==> config.mk <==
export PLATFORM = sky130hd
export DESIGN_NAME = iddr_deser
export DESIGN_NICKNAME = d
export VERILOG_FILES = /design/src/rtl/iddr_deser_pkg.sv /design/src/rtl/iddr_deser_lane.sv /design/src/rtl/iddr_deser.sv
export SDC_FILE = /design/constraint.sdc
export NUM_CORES = 1
export LEC_CHECK = 0
export CORE_MARGIN = 1
export CORE_UTILIZATION = 40
export CTS_CLUSTER_SIZE = 12
export DETAILED_ROUTE_END_ITERATION = 7
export DONT_BUFFER_PORTS = 1
export PLACE_DENSITY = 0.55
export SLEW_MARGIN = 20
export SYNTH_ARGS = -nofsm -noshare
export SYNTH_HDL_FRONTEND = slang
export SYNTH_SLANG_ARGS = --single-unit
==> constraint.sdc <==
create_clock -name C -period 2.85 [get_ports C]
set_input_delay 0.4275 -clock C [delete_from_list [all_inputs] [get_ports C]]
set_output_delay 0.4275 -clock C [all_outputs]
set_load 0.01 [all_outputs]
==> src/rtl/iddr_deser_pkg.sv <==
// Shared helpers for the DDR input deserialiser.
package iddr_deser_pkg;

    // Bits needed to hold values 0..value-1, never less than one.
    function automatic int clog2_min1(input int value);
        int w;
        w = 1;
        while ((1 << w) < value) w++;
        return w;
    endfunction

endpackage

==> src/rtl/iddr_deser_lane.sv <==
// One DDR lane: edge capture, bit history and word-select output register.
module iddr_deser_lane #(
    parameter int RATIO = 4
) (
    input  logic             clk,
    input  logic             rst_n,
    input  logic             ce,
    input  logic             d,
    input  logic             shift,
    input  logic             load,
    input  logic             odd,
    output logic [RATIO-1:0] q
);

    logic           r_q;
    logic           f_q;
    logic [RATIO:0] h;
    logic [RATIO:0] h_nxt;

    // Newest pair enters at the top; r was captured before f.
    assign h_nxt = {f_q, r_q, h[RATIO:2]};

    // Rising-edge capture.
    always_ff @(posedge clk or negedge rst_n) begin
        if (!rst_n) r_q <= 1'b0;
        else if (ce) r_q <= d;
    end

    // Falling-edge capture.
    always_ff @(negedge clk or negedge rst_n) begin
        if (!rst_n) f_q <= 1'b0;
        else if (ce) f_q <= d;
    end

    // History shift and word load; odd alignment takes the word one bit older.
    always_ff @(posedge clk or negedge rst_n) begin
        if (!rst_n) begin
            h <= '0;
            q <= '0;
        end else begin
            if (shift) h <= h_nxt;
            if (load) q <= odd ? h_nxt[RATIO-1:0] : h_nxt[RATIO:1];
        end
    end

endmodule

==> src/rtl/iddr_deser.sv <==
// Multi-lane DDR input deserialiser with shared word phase and bit-slip control.
module iddr_deser
    import iddr_deser_pkg::*;
#(
    parameter int WIDTH = 1,
    parameter int RATIO = 4
) (
    input  logic                   C,
    input  logic                   R_N,
    input  logic                   CE,
    input  logic [WIDTH-1:0]       D,
    input  logic                   BITSLIP,
    output logic [WIDTH*RATIO-1:0] Q,
    output logic                   Q_VALID,
    output logic                   SLIP_ACK
);

    localparam int HALF = RATIO / 2;
    localparam int PW   = clog2_min1(HALF + 1);
    localparam logic [PW-1:0] LAST_NORM = PW'(HALF - 1);
    localparam logic [PW-1:0] LAST_LONG = PW'(HALF);

    logic                        primed;
    logic                        stretch;
    logic                        odd;
    logic                        pending;
    logic                        wait_ack;
    logic [PW-1:0]               ph;
    logic                        shift;
    logic                        last;
    logic                        boundary;
    logic                        accept;
    logic [WIDTH-1:0][RATIO-1:0] q_lane;

    assign shift    = CE && primed;
    assign last     = (ph == (stretch ? LAST_LONG : LAST_NORM));
    assign boundary = shift && last;
    // A new slip is only taken once the previous one has been acknowledged.
    assign accept   = CE && BITSLIP && !pending && !wait_ack;

    // Word phase, slip sequencing and output strobes.
    always_ff @(posedge C or negedge R_N) begin
        if (!R_N) begin
            primed   <= 1'b0;
            stretch  <= 1'b0;
            odd      <= 1'b0;
            pending  <= 1'b0;
            wait_ack <= 1'b0;
            ph       <= '0;
            Q_VALID  <= 1'b0;
            SLIP_ACK <= 1'b0;
        end else begin
            Q_VALID  <= boundary;
            SLIP_ACK <= boundary && wait_ack;
            if (CE) primed <= 1'b1;
            if (shift) ph <= last ? '0 : ph + PW'(1);
            if (boundary) begin
                stretch  <= 1'b0;
                wait_ack <= pending;
                // The slip word itself keeps the old alignment; the next one moves.
                if (pending) begin
                    odd     <= ~odd;
                    pending <= 1'b0;
                    stretch <= ~odd;
                end
            end
            if (accept) pending <= 1'b1;
        end
    end

    for (genvar n = 0; n < WIDTH; n++) begin : g_lane
        iddr_deser_lane #(.RATIO(RATIO)) u_lane (
            .clk   (C),
            .rst_n (R_N),
            .ce    (CE),
            .d     (D[n]),
            .shift (shift),
            .load  (boundary),
            .odd   (odd),
            .q     (q_lane[n])
        );
    end

    assign Q = q_lane;

endmodule
* Word-level counts from Yosys, hierarchy flattened
Index checks and enable logic that the tools add are counted.
Word-level totals: input port bits 5, output and inout bits 6, bits in registers 20, word-level logic and storage cells 31
Operators by class: reductions and logical operators 10, bitwise gates (word level) 1, equal/unequal tests 1, add/subtract/negate cells 1, muxes and demuxes 6
Operators with widths (number):
- 1-bit logical AND | 6
- 2-bit 2-to-1 mux | 2
- 4-bit 2-to-1 mux | 1
- 1-bit 2-to-1 mux | 3
- 2-bit by 1-bit adder with 2-bit output (second input constant) | 1
- 2-bit == test | 1
- 1-bit logical NOT | 2
- 2-bit AND reduction | 1
- 2-bit nonzero test | 1
- 1-bit NOT | 1

* Depth between registers and ports, before layout
Gate-level depths: netlist (run 1).
depth after elaboration 5, depth in mapped cells 4, gate-level depth less buffers 3

* Cells and area by module
A second synthesis (run 1) with hierarchy kept.
Second synthesis, totals: cells, all modules 70, area total of the unflattened synthesis 804.5 µm²
By module, submodules not included:
- iddr_deser | sequential area each 225.2 µm², area an instance 432.9 µm², times used 1, cells each 39
- iddr_deser_lane | sequential area each 225.2 µm², area an instance 371.6 µm², times used 1, cells each 31

==> results of run 1 <==
==> per-stage QoR <==
| step | cell area, sq um | setup slack, ns | cells | hold slack (ns) | power (mW) |
|---|---|---|---|---|---|
| finish | 817.0 | 0.5842 | 90 | 0.2222 | 0.7249 |
| global route | 817.0 | 0.5434 | 90 | 0.2130 | 0.7748 |
| CTS | 817.0 | 0.5690 | 90 | 0.2135 | 0.7347 |
| detailed placement | 770.7 | 0.5763 | 85 | 0.1323 | 0.5740 |
| global placement | 770.7 | 0.6032 | 85 | 0.1324 | 0.5695 |
| floorplan | 747.0 | 0.6219 | 62 | 0.1319 | 0.5420 |
==> kinds of logic after synthesis <==
logic type             Yosys count
AO/OA/AOI/OAI                   15
buffers and inverters            6
flip-flops                      18
multiplexers                     8
AND/OR/NAND/NOR                 15
==> final timing paths <==
check / from / end
setup / recovery: g_lane[0].u_lane.f_q$_DFFE_NN0P_ / g_lane[0].u_lane.q[3]$_DFFE_PN0P_
hold / removal: CE / g_lane[0].u_lane.r_q$_DFFE_PN0P_
setup reg to reg: g_lane[0].u_lane.f_q$_DFFE_NN0P_ / g_lane[0].u_lane.q[3]$_DFFE_PN0P_
hold reg to reg: primed$_DFFE_PN0P_ / primed$_DFFE_PN0P_
max in group asynchronous: R_N / g_lane[0].u_lane.f_q$_DFFE_NN0P_
min in group asynchronous: R_N / ph[0]$_DFFE_PN0P_
==> critical path: cells and delay by family (launching register included) <==
kind            cells  cell delay, ns
buf+inv             1            0.07
compound gates      1            0.07
mux                 1            0.27
flops               1            0.33
==> synthesized netlist by cell type (all sizes together) <==
library cell and number:
dfrtp 17, o21ai 11, mux2 8, nand2 6, inv 4, nand3 2, nand3b 2, a2111o 1
a211oi 1, a21o 1, a21oi 1, and2 1, buf 1, clkbuf 1, dfrtn 1, nand4b 1
nor2 1, or2 1, or3b 1
==> timing repair <==
item | CTS | global route
endpoints found under the hold margin | 17 | 0
gates resized for setup | 0 | 0
setup buffers | 0 | 0
setup endpoints to repair | 0 | 0
hold buffers | 1 | 0
==> power groups by stage <==
| stage | logic [mW] | registers, mW | clock network, mW |
|---|---|---|---|
| after global placement | 0.154 | 0.415 | 0 |
| after detailed placement | 0.158 | 0.416 | 0 |
| after global routing | 0.182 | 0.421 | 0.172 |
| after floorplan | 0.154 | 0.388 | 0 |
| after CTS | 0.164 | 0.411 | 0.160 |
| final | 0.161 | 0.410 | 0.154 |
==> metal layers <==
metal  vias to the layer above  global-route usage  wire, microns
met5                         -                   0              0
met4                         0             0.07273             21
met3                         4             0.04800             32
met2                         8              0.1797            441
met1                       208              0.1877            651
li1                        226                   -              -
==> area by class of cell <==
type,instances,area [sq um]
Fill cell,171,928.4
Tap cell,25,31.28
Sequential cell,18,450.4
Inverter,4,15.01
Clock buffer,4,36.28
Multi-Input combinational cell,38,274.0
Timing Repair Buffer,1,10.01
==> results.ini, run 1 <==
[pwr]
p_per_area_nw_per_um2=887.2
irDropWorstVdd_mv=0.5051
power_frac_seq=0.565
power.clock.fraction=0.213
p_int_mw=0.5019
pwr-share-comb=0.222
power_leakage_nw=0.3561
power_switching_share=0.3076
p_switching_mw=0.2229

[yosys]
synth_top_family_by_area=compound AO/OA/AOI/OAI gates
netlist_area_sq_um=747.0
synth_xor_area_frac=0
synthTopCellsByArea=dfrtp_1, mux2_2, o21ai_0
seq_area_frac_synth=0.6030
synth-seq-cells=18
yosys.area.top_type=dfrtp_1
netlist_instances=62
ys_warn_count=0
yosys.area_share.simple=0.1139
synth_top_area_share=0.5695
synth-compound-area-share=0.1323
synth_nets=67
ys_types=19
yosys.area_share.adder=0
synth.area.mux_share=0.1206
syn_avg_cell_area_sq_um=12.05

[clocking]
htree_levels=1
cts_tree=yes
cts_max_path_buffers=2
clk_pin_slew_ns=0.10
clock_latency_ns=0.29
root_buffer=clkbuf_4
cts_buffers=3
cts_sinks=18

[drt]
vias_per_cell=4.956
ant_nets=0
firstDrtPassIters=3
detail_route.wl_per_cell_microns=12.74
dr.first_iter.drc_count=1
vias=446
routed_wl_mm=1.147
drc_errors=0

[sta]
tns_ns=0
skew_ns=0.004137
timing.final.max_slew_violations=0
relSlewSlack=0.4942
worst_pin_slew_ns=0.7563
rsz0062_at_grt=no
hold_viol_final=0
setup_viol=0

[final_layout]
finish.utilization=0.4681
most-common-layout-cells=dfrtp_1, o21ai_0, mux2_2
antenna_cells=0
top_regs=g_lane.u_lane.q x4, g_lane.u_lane.h x3, ph x2
syn_to_final_growth_pct=9.380
nets=71
largest_register_ffs=4
top_register=g_lane.u_lane.q
drive_gt1_frac=0.2615
mostFrequentLayoutCell=dfrtp_1

[hold_path]
min_path_type=input pin to register
hold_path_depth=1

[global_route]
grt_max_degree=18
grt_antenna_before_repair=0
grt_usage=0.1343
grt_first_pass_wirelength_mm=1.821
grt_overflow=0
grt_pass1_vias=407

[die]
row_count=15
core_sq_um=1745
fp.dieW_microns=45.22
fp.dieH_microns=45.22
die-area_sq_um=2044
io-pin-count=11
initial_utilization=0.4280

[setup_path]
critPathArrivalTime_ns=2.45
path_max_fanout=3
critical-path-slowest-cell=dfrtn_1
max_stage_delay_ns=0.33
reg2reg_setup_slack_ns=0.58
worstPathCellList=inv_1, o21ai_0, mux2_2
cp.required_ns=3.04
reg2reg_depth=3
critical_path_class=register to register
crit_path_start_kind=register
end_kind=register

[status]
status=finished, final reports clean

[place]
hpwl_microns=755.4
place.port_buffers=0
gp_congestion=0.6669

[run]
maxCapViolCount=0

Power figures use the tool's default switching activity.
==> inputs of run 2 (changes only) <==
- clock period: 2.85 -> 2.25 ns (I/O delays scaled with it)
==> results.ini, run 2 (synthesis results as in run 1) <==
[sta]
hold_viol_final=0
setup_viol=0
tns_ns=0
worst_pin_slew_ns=0.7672
timing.final.max_slew_violations=0
rsz0062_at_grt=no
relSlewSlack=0.4869
skew_ns=0.005377

[drt]
drc_errors=0
wl_met2_microns=490
firstDrtPassIters=2
met3_length_microns=48
highest_layer=met4
m1WireLength_microns=589
vias=461
ant_nets=0
detail_route.wl_per_cell_microns=12.67
routed_wl_mm=1.140
dr.first_iter.drc_count=1
vias_per_cell=5.122

[place]
gp_congestion=0.6768
place.port_buffers=0
placed_area_sq_um=770.7
hpwl_microns=740.2

[clocking]
cts_tree=yes
cts_sinks=18
cts_resized=0
cts_buffers=3
htree_levels=1
cts_max_path_buffers=2
clk_pin_slew_ns=0.10
root_buffer=clkbuf_4
clock_latency_ns=0.29

[final_layout]
nets=71
most-common-layout-cells=dfrtp_1, o21ai_0, mux2_2
design_area_sq_um=817.0
multi_input_area_sq_um=274.0
fillCellCount=180
largest_register_ffs=4
syn_to_final_growth_pct=9.380
antenna_cells=0
seqCellArea_sq_um=450.4
drive_gt1_frac=0.2615
top_regs=g_lane.u_lane.q x4, g_lane.u_lane.h x3, ph x2
mostFrequentLayoutCell=dfrtp_1
top_register=g_lane.u_lane.q

[die]
io-pin-count=11
row_count=15
initial_utilization=0.4280
die-area_sq_um=2044
core_sq_um=1745
fp.dieW_microns=45.22
fp.dieH_microns=45.22

[pwr]
p_per_area_nw_per_um2=1127
irDropWorstVdd_mv=0.5647
power_leakage_nw=0.3561

[setup_path]
end_kind=register
critPathArrivalTime_ns=2.15
path_max_fanout=3
crit_path_start_kind=register
cp.required_ns=2.43
critical-path-slowest-cell=dfrtn_1
crit_buf_inv=1
max_stage_delay_ns=0.33
worstPathCellList=inv_1, o21ai_0, mux2_2
critical-path-top-delay-family=flip-flops
critical_path_class=register to register

[global_route]
grt_antenna_before_repair=0
grt_first_pass_wirelength_mm=1.780
grt_max_degree=18
grt_overflow=0
grt_usage=0.1309
grt_pass1_vias=385

[run]
maxCapViolCount=0

[status]
status=finished, final reports clean

[hold_path]
min_path_type=input pin to register

-- run 2: cell counts in the layout (fill, tap and decap cells not counted) --
No cell type changed its count.
-- run 2: worst register-to-register path: cells and delay by family (launching register included) --
| family | cells | cell delay, ns |
|---|---|---|
| AO/OA/AOI/OAI | 1 | 0.07 |
| buffers and inverters | 1 | 0.07 |
| flip-flops | 1 | 0.33 |
| multiplexers | 1 | 0.27 |
-- run 2: per-stage QoR --
step | instances | hold slack [ns] | setup WS [ns] | power (mW) | utilization
after floorplan | 62 | 0.04191 | 0.3219 | 0.6866 | -
after global placement | 85 | 0.04235 | 0.3033 | 0.7215 | 0.4416
after detailed placement | 85 | 0.04229 | 0.2779 | 0.7283 | 0.4416
after CTS | 90 | 0.1190 | 0.2722 | 0.9357 | 0.4681
after global routing | 90 | 0.1249 | 0.2565 | 0.9818 | 0.4681
final | 90 | 0.1311 | 0.2847 | 0.9206 | 0.4681
-- run 2: repair_timing --
action,CTS,global route
endpoints found under the hold margin,17,0
hold buffers,1,0
setup buffers,0,0
-- run 2: path summary, 6_finish.rpt --
kind	slack, ns	end	cells past startpoint	from
min in group asynchronous	0.55	ph[1]$_DFFE_PN0P_	1	R_N
max in group asynchronous	1.22	g_lane[0].u_lane.q[3]$_DFFE_PN0P_	1	R_N
min	0.13	g_lane[0].u_lane.r_q$_DFFE_PN0P_	1	CE
max reg2reg	0.28	g_lane[0].u_lane.q[3]$_DFFE_PN0P_	3	g_lane[0].u_lane.f_q$_DFFE_NN0P_
max	0.28	g_lane[0].u_lane.q[3]$_DFFE_PN0P_	3	g_lane[0].u_lane.f_q$_DFFE_NN0P_
min reg2reg	0.47	g_lane[0].u_lane.f_q$_DFFE_NN0P_	2	g_lane[0].u_lane.f_q$_DFFE_NN0P_
-- run 2: per-layer routing --
| layer | vias to the layer above | GRT usage |
|---|---|---|
| met4 | 0 | 0.05455 |
| met1 | 230 | 0.1799 |
| met2 | 9 | 0.1768 |
| met5 | - | 0 |
| met3 | 2 | 0.06000 |
| li1 | 220 | - |
-- run 2: cell type report --
class	count	share of cell area
flip-flops and latches	18	0.5513
repair buffers	1	0.01225
multi-input cells	38	0.3354
inverters	4	0.01838
clock buffers	4	0.04441
well taps	25	0.03828
-- run 2: report_power, final --
group | switching, mW | internal, mW | leakage (nW) | total [mW]
combinational | 0.0856 | 0.119 | 0.114 | 0.205
clock | 0.0993 | 0.0985 | 0.0210 | 0.198
sequential | 0.0999 | 0.418 | 0.221 | 0.518
total | 0.285 | 0.636 | 0.356 | 0.921
